===== src/rtl/window_pkg.sv =====
// Shared types and helpers for the raster-scan window former.
package window_pkg;

    localparam int unsigned DEF_IMAGE_WIDTH  = 7;
    localparam int unsigned DEF_IMAGE_HEIGHT = 7;
    localparam int unsigned DEF_WINDOW_SIZE  = 3;
    localparam int unsigned ADDR_WIDTH       = $clog2(DEF_IMAGE_WIDTH);
    localparam int unsigned ROW_WIDTH        = $clog2(DEF_IMAGE_HEIGHT);

    typedef enum logic {
        ST_IDLE = 1'b0,
        ST_RUN  = 1'b1
    } state_e;

    // Flat bit position of window element (row r, column c); r=0 is the oldest row.
    function automatic int unsigned win_idx(input int unsigned r, input int unsigned c,
                                            input int unsigned n);
        return r * n + c;
    endfunction

endpackage


===== src/rtl/window_shift_reg.sv =====
// n x n window register; each shift moves columns left and loads a new rightmost column.
module window_shift_reg
    import window_pkg::*;
#(
    parameter int unsigned WINDOW_SIZE = DEF_WINDOW_SIZE
) (
    input  logic                               i_clk,
    input  logic                               i_rst_n,
    input  logic                               i_shift,
    input  logic [WINDOW_SIZE-1:0]             i_col_in,
    output logic [WINDOW_SIZE*WINDOW_SIZE-1:0] o_window
);

    localparam int unsigned N = WINDOW_SIZE;

    logic [N*N-1:0] r_win;
    logic [N*N-1:0] w_next;

    for (genvar r = 0; r < N; r++) begin : g_row
        for (genvar c = 0; c < N - 1; c++) begin : g_col
            assign w_next[win_idx(r, c, N)] = r_win[win_idx(r, c + 1, N)];
        end
        assign w_next[win_idx(r, N - 1, N)] = i_col_in[r];
    end

    always_ff @(posedge i_clk or negedge i_rst_n) begin
        if (!i_rst_n) begin
            r_win <= '0;
        end else if (i_shift) begin
            r_win <= w_next;
        end
    end

    assign o_window = r_win;

endmodule


===== src/rtl/window_former.sv =====
// Raster-scan front end: tracks pixel position, drives the line buffer and emits n x n windows.
module window_former
    import window_pkg::*;
#(
    parameter int unsigned IMAGE_WIDTH  = DEF_IMAGE_WIDTH,
    parameter int unsigned IMAGE_HEIGHT = DEF_IMAGE_HEIGHT,
    parameter int unsigned WINDOW_SIZE  = DEF_WINDOW_SIZE
) (
    input  logic                                i_clk,
    input  logic                                i_rst_n,
    input  logic                                i_frame_start,
    input  logic                                i_pixel_valid,
    input  logic                                i_pixel,
    output logic                                o_lb_we_c,
    output logic [$clog2(IMAGE_WIDTH)-1:0]      o_lb_addr_c,
    output logic                                o_lb_data_c,
    input  logic [WINDOW_SIZE-2:0]              i_line_data,
    output logic [WINDOW_SIZE*WINDOW_SIZE-1:0]  o_window,
    output logic                                o_window_valid,
    output logic [$clog2(IMAGE_HEIGHT)-1:0]     o_window_row,
    output logic [$clog2(IMAGE_WIDTH)-1:0]      o_window_col,
    output logic                                o_frame_done
);

    localparam int unsigned AW = $clog2(IMAGE_WIDTH);
    localparam int unsigned RW = $clog2(IMAGE_HEIGHT);
    localparam int unsigned N  = WINDOW_SIZE;

    state_e          r_state;
    state_e          w_state_nxt;
    logic [AW-1:0]   r_col;
    logic [RW-1:0]   r_row;
    logic [AW-1:0]   w_cur_col;
    logic [RW-1:0]   w_cur_row;
    logic [AW-1:0]   w_col_nxt;
    logic [RW-1:0]   w_row_nxt;
    logic            w_restart;
    logic            w_col_end;
    logic            w_row_end;
    logic            w_last;
    logic            w_win_valid_nxt;
    logic            w_done_nxt;
    logic [N-1:0]    w_col_vec;
    logic            r_window_valid;
    logic            r_frame_done;
    logic [RW-1:0]   r_window_row;
    logic [AW-1:0]   r_window_col;

    // FrameStart relocates the current pixel to (0,0) before anything else uses the position.
    assign w_restart = i_pixel_valid & i_frame_start;
    assign w_cur_col = w_restart ? '0 : r_col;
    assign w_cur_row = w_restart ? '0 : r_row;
    assign w_col_end = (w_cur_col == AW'(IMAGE_WIDTH - 1));
    assign w_row_end = (w_cur_row == RW'(IMAGE_HEIGHT - 1));
    assign w_last    = w_col_end & w_row_end;

    assign o_lb_we_c   = i_pixel_valid;
    assign o_lb_addr_c = w_cur_col;
    assign o_lb_data_c = i_pixel;

    // Live pixel is the newest (bottom) row of the incoming column.
    assign w_col_vec = {i_pixel, i_line_data};

    always_comb begin
        w_col_nxt = w_cur_col + AW'(1);
        w_row_nxt = w_cur_row;
        if (w_col_end) begin
            w_col_nxt = '0;
            w_row_nxt = w_row_end ? '0 : w_cur_row + RW'(1);
        end
    end

    always_ff @(posedge i_clk or negedge i_rst_n) begin
        if (!i_rst_n) begin
            r_col <= '0;
            r_row <= '0;
        end else if (i_pixel_valid) begin
            r_col <= w_col_nxt;
            r_row <= w_row_nxt;
        end
    end

    always_ff @(posedge i_clk or negedge i_rst_n) begin
        if (!i_rst_n) begin
            r_state <= ST_IDLE;
        end else begin
            r_state <= w_state_nxt;
        end
    end

    always_comb begin
        w_state_nxt = r_state;
        case (r_state)
            ST_IDLE: if (i_pixel_valid) w_state_nxt = w_last ? ST_IDLE : ST_RUN;
            ST_RUN:  if (i_pixel_valid && w_last) w_state_nxt = ST_IDLE;
            default: w_state_nxt = ST_IDLE;
        endcase
    end

    always_comb begin
        w_win_valid_nxt = 1'b0;
        w_done_nxt      = 1'b0;
        if (i_pixel_valid) begin
            w_win_valid_nxt = (w_cur_row >= RW'(N - 1)) && (w_cur_col >= AW'(N - 1));
            w_done_nxt      = w_last;
        end
    end

    always_ff @(posedge i_clk or negedge i_rst_n) begin
        if (!i_rst_n) begin
            r_window_valid <= 1'b0;
            r_frame_done   <= 1'b0;
            r_window_row   <= '0;
            r_window_col   <= '0;
        end else begin
            r_window_valid <= w_win_valid_nxt;
            r_frame_done   <= w_done_nxt;
            if (w_win_valid_nxt) begin
                r_window_row <= w_cur_row;
                r_window_col <= w_cur_col;
            end
        end
    end

    window_shift_reg #(
        .WINDOW_SIZE (N)
    ) u_shift (
        .i_clk    (i_clk),
        .i_rst_n  (i_rst_n),
        .i_shift  (i_pixel_valid),
        .i_col_in (w_col_vec),
        .o_window (o_window)
    );

    assign o_window_valid = r_window_valid;
    assign o_frame_done   = r_frame_done;
    assign o_window_row   = r_window_row;
    assign o_window_col   = r_window_col;

endmodule


===== config.mk =====
export PLATFORM = sky130hd
export DESIGN_NAME = window_former
export DESIGN_NICKNAME = d
export VERILOG_FILES = /design/src/rtl/window_pkg.sv /design/src/rtl/window_shift_reg.sv /design/src/rtl/window_former.sv
export SDC_FILE = /design/constraint.sdc
export NUM_CORES = 1
export LEC_CHECK = 0
export CAP_MARGIN = 25
export CORE_UTILIZATION = 32
export DETAILED_ROUTE_END_ITERATION = 6
export GPL_TIMING_DRIVEN = 0
export HOLD_SLACK_MARGIN = 0.1
export PLACE_DENSITY_LB_ADDON = 0.1
export REMOVE_ABC_BUFFERS = 1
export SLEW_MARGIN = 20
export SYNTH_ARGS = -nofsm -noshare
export SYNTH_HDL_FRONTEND = slang
export SYNTH_SLANG_ARGS = --single-unit

===== constraint.sdc =====
create_clock -name i_clk -period 1.9 [get_ports i_clk]
set_clock_uncertainty 0.1 [all_clocks]
set_input_delay 0.285 -clock i_clk [delete_from_list [all_inputs] [get_ports i_clk]]
set_output_delay 0.285 -clock i_clk [all_outputs]
set_load 0.01 [all_outputs]

==> flow_summary.yaml <==
run_status:
  status: "completed"
global_routing:
  gr-usage-all-layers_pct: 12.0
  grt-ovfl-total: 0
  antenna_found_initial: 0
  grt_pass1_wl_mm: 3.10
  grt_max_degree: 24
  grt_pass1_vias: 676
critical_path:
  crit_path_max_incr_delay_ps: 540
  required_ps: 1510
  cp-start-kind: "flip-flop"
  cp.arrival_ps: 1440
  crit_chain: "and2_1 > clkdlybuf4s50_1"
  cp-end-kind: "output pin"
  worstSetupPathType: "reg -> out"
  cpMaxStageDelayCell: "clkdlybuf4s50_1"
  cp_max_fo: 8
timing:
  rsz0062_at_grt: "false"
  hold_viol: 0
  slew_violations: 0
  relSlewSlack_pct: 66.0
  tightest_slew_ps: 509
  finalWorstSetupSlack_ps: 73.5
  period_share_pct: 96.1
  clock.fmax_mhz: 547
  period_minus_slack_ps: 1830
  setup-violations-final: 0
yosys:
  ys.flop_type: "dfrtp_1"
  synth_edf_count: 0
  synth.most_common_cell: "dfrtp_1"
  yosys_register_bits: 23
  async_flop_share_pct: 100
  yosys.area.top_type: "dfrtp_1"
  synth_warnings: 0
  syn_area_per_cell_um2: 11.9
  synthCells: 86
  synth_top_area_share_pct: 56.4
  synthTopCellsByCount: "dfrtp_1, mux2_2, nand2_1, o21ai_0, nor2_1"
  syn_area_mm2: 0.00102
  synth_area_leaders: "dfrtp_1, mux2_2, o21ai_0"
  seq_area_frac_synth_pct: 56.4
  synthDistinctLibCells: 26
floorplan:
  dieArea_mm2: 0.00342
  rows: 20
  die_x_um: 58.5
  boundaryPins: 29
  start_util_pct: 33.7
  core_area_mm2: 0.00303
  fp.dieH_um: 58.5
pwr:
  power.density_mw_per_mm2: 737
  p_total_mw: 1.01
  worst_ir_drop_vdd_v: 0.000379
  p_leak_nw: 0.573
clocking:
  clkTransAtPathRegs_ps: 130
  worstSkewPairLatency_ps: 300
  clock_path_buffers: 2
  cts_tree: "built"
  cts.sinks: 23
  cts_buffers: 3
  cts-root-buf: "clkbuf_4"
  cts.htree.levels: 1
routing:
  wl_per_cell_um: 11.1
  vias: 706
  first_iter_violations: 3
  postRouteAntennaNets: 0
  viasPerCell: 4.44
  drc: 0
  wl_mm: 1.77
  dr.pass1.iters: 3
placed_design:
  gp_congestion: 0.698
  io_buffers: 28
  place_ws_ps: -833
  dp_hpwl_mm: 1.22
cells_and_area:
  syn_to_final_growth_pct: 33.7
  drive_gt1_share_pct: 23.5
  finalNetCount: 123
  diodes: 0
job:
  cap_violations: 0
worst_hold_path:
  hp-class: "in -> reg"
critical path, delay by kind of cell, from the launching register on:
kind / cells / cell delay (ps)
and+or+nand+nor: 1 / 150
DFF: 1 / 450
buffers and inverters: 1 / 540
cell usage in the layout (no fill, tap or decap), types with 2 or more instances in the layout:
| master | Yosys | layout |
|---|---|---|
| nand3_1 | 4 | 4 |
| mux2_2 | 12 | 12 |
| clkdlybuf4s50_1 | 0 | 25 |
| dfrtp_1 | 23 | 20 |
| dfrtp_2 | 0 | 3 |
| a22o_1 | 3 | 3 |
| nor2_1 | 5 | 5 |
| o211ai_1 | 2 | 2 |
| clkbuf_4 | 0 | 4 |
| a21oi_1 | 2 | 2 |
| nand2_1 | 7 | 6 |
| o21ai_0 | 7 | 7 |
| and2_1 | 3 | 3 |
| buf_4 | 2 | 2 |
routing by layer:
metal,GRT usage [%],part of all wire (%),vias to the layer above
met5,0,0,-
met4,6.12,1.0,0
met3,1.98,3.2,2
met2,17.4,46,18
met1,17.2,50,330
li1,-,-,356
through the flow:
stage / cells / utilization (%) / area [µm²] / hold slack (ps) / TNS, ps
floorplan: 80 / - / 980 / -111 / 0
global placement: 152 / 43.4 / 1320 / 390 / -6040
detailed placement: 152 / 43.4 / 1320 / 395 / -5880
CTS: 156 / 44.3 / 1340 / 302 / 0
global route: 159 / 45.1 / 1370 / 298 / 0
finish: 159 / 45.1 / 1370 / 273 / 0
path summary, 6_finish.rpt:
check / startpoint / to / slack [ps] / cells past startpoint
max: r_col[0] / o_lb_addr_c[0] / 70 / 2
min: i_pixel_valid / r_col[0] / 270 / 2
max reg2reg: r_col[1] / o_window_col[1] / 450 / 4
min reg2reg: o_window_row[2] / o_window_row[2] / 420 / 1
max in group asynchronous: i_rst_n / r_col[0] / 970 / 2
min in group asynchronous: i_rst_n / o_window_valid / 370 / 2
sequential cells by signal (all words and copies together), names as in the netlist:
register,count
o_frame_done,1
r_row,3
o_window_row,3
u_shift.o_window,9
o_window_col,3
o_window_valid,1
r_col,3
power by group:
group	internal (mW)	switching, mW	leakage [nW]
clock network	0.0784	0.144	0.0177
registers	0.530	0.0258	0.289
logic	0.129	0.0989	0.266
area by class of cell:
cell class	instances	area, µm²
multi-input cells	56	403
clock inverters	1	5.00
flip-flops and latches	23	579
well taps	44	55.1
clock buffers	3	22.5
inverters	1	3.75
fillers	302	1660
repair buffers	31	297
logic make-up after synthesis:
logic type	Yosys count	share of synthesized area, %
AO/OA/AOI/OAI	15	9.19
buffers and inverters	7	4.41
flip-flops	23	56.4
multiplexers	13	14.2
AND/OR/NAND/NOR	28	15.8
what timing repair did:
| item | CTS | global route |
|---|---|---|
| endpoints found under the setup margin | 7 | 3 |
| hold buffers | 0 | 1 |
| setup buffers | 0 | 2 |
| resized for setup | 10 | 1 |
| gates cloned | 0 | 0 |
| endpoints found under the hold margin | 0 | 23 |
Note: power is estimated with default switching activity, not from simulation.
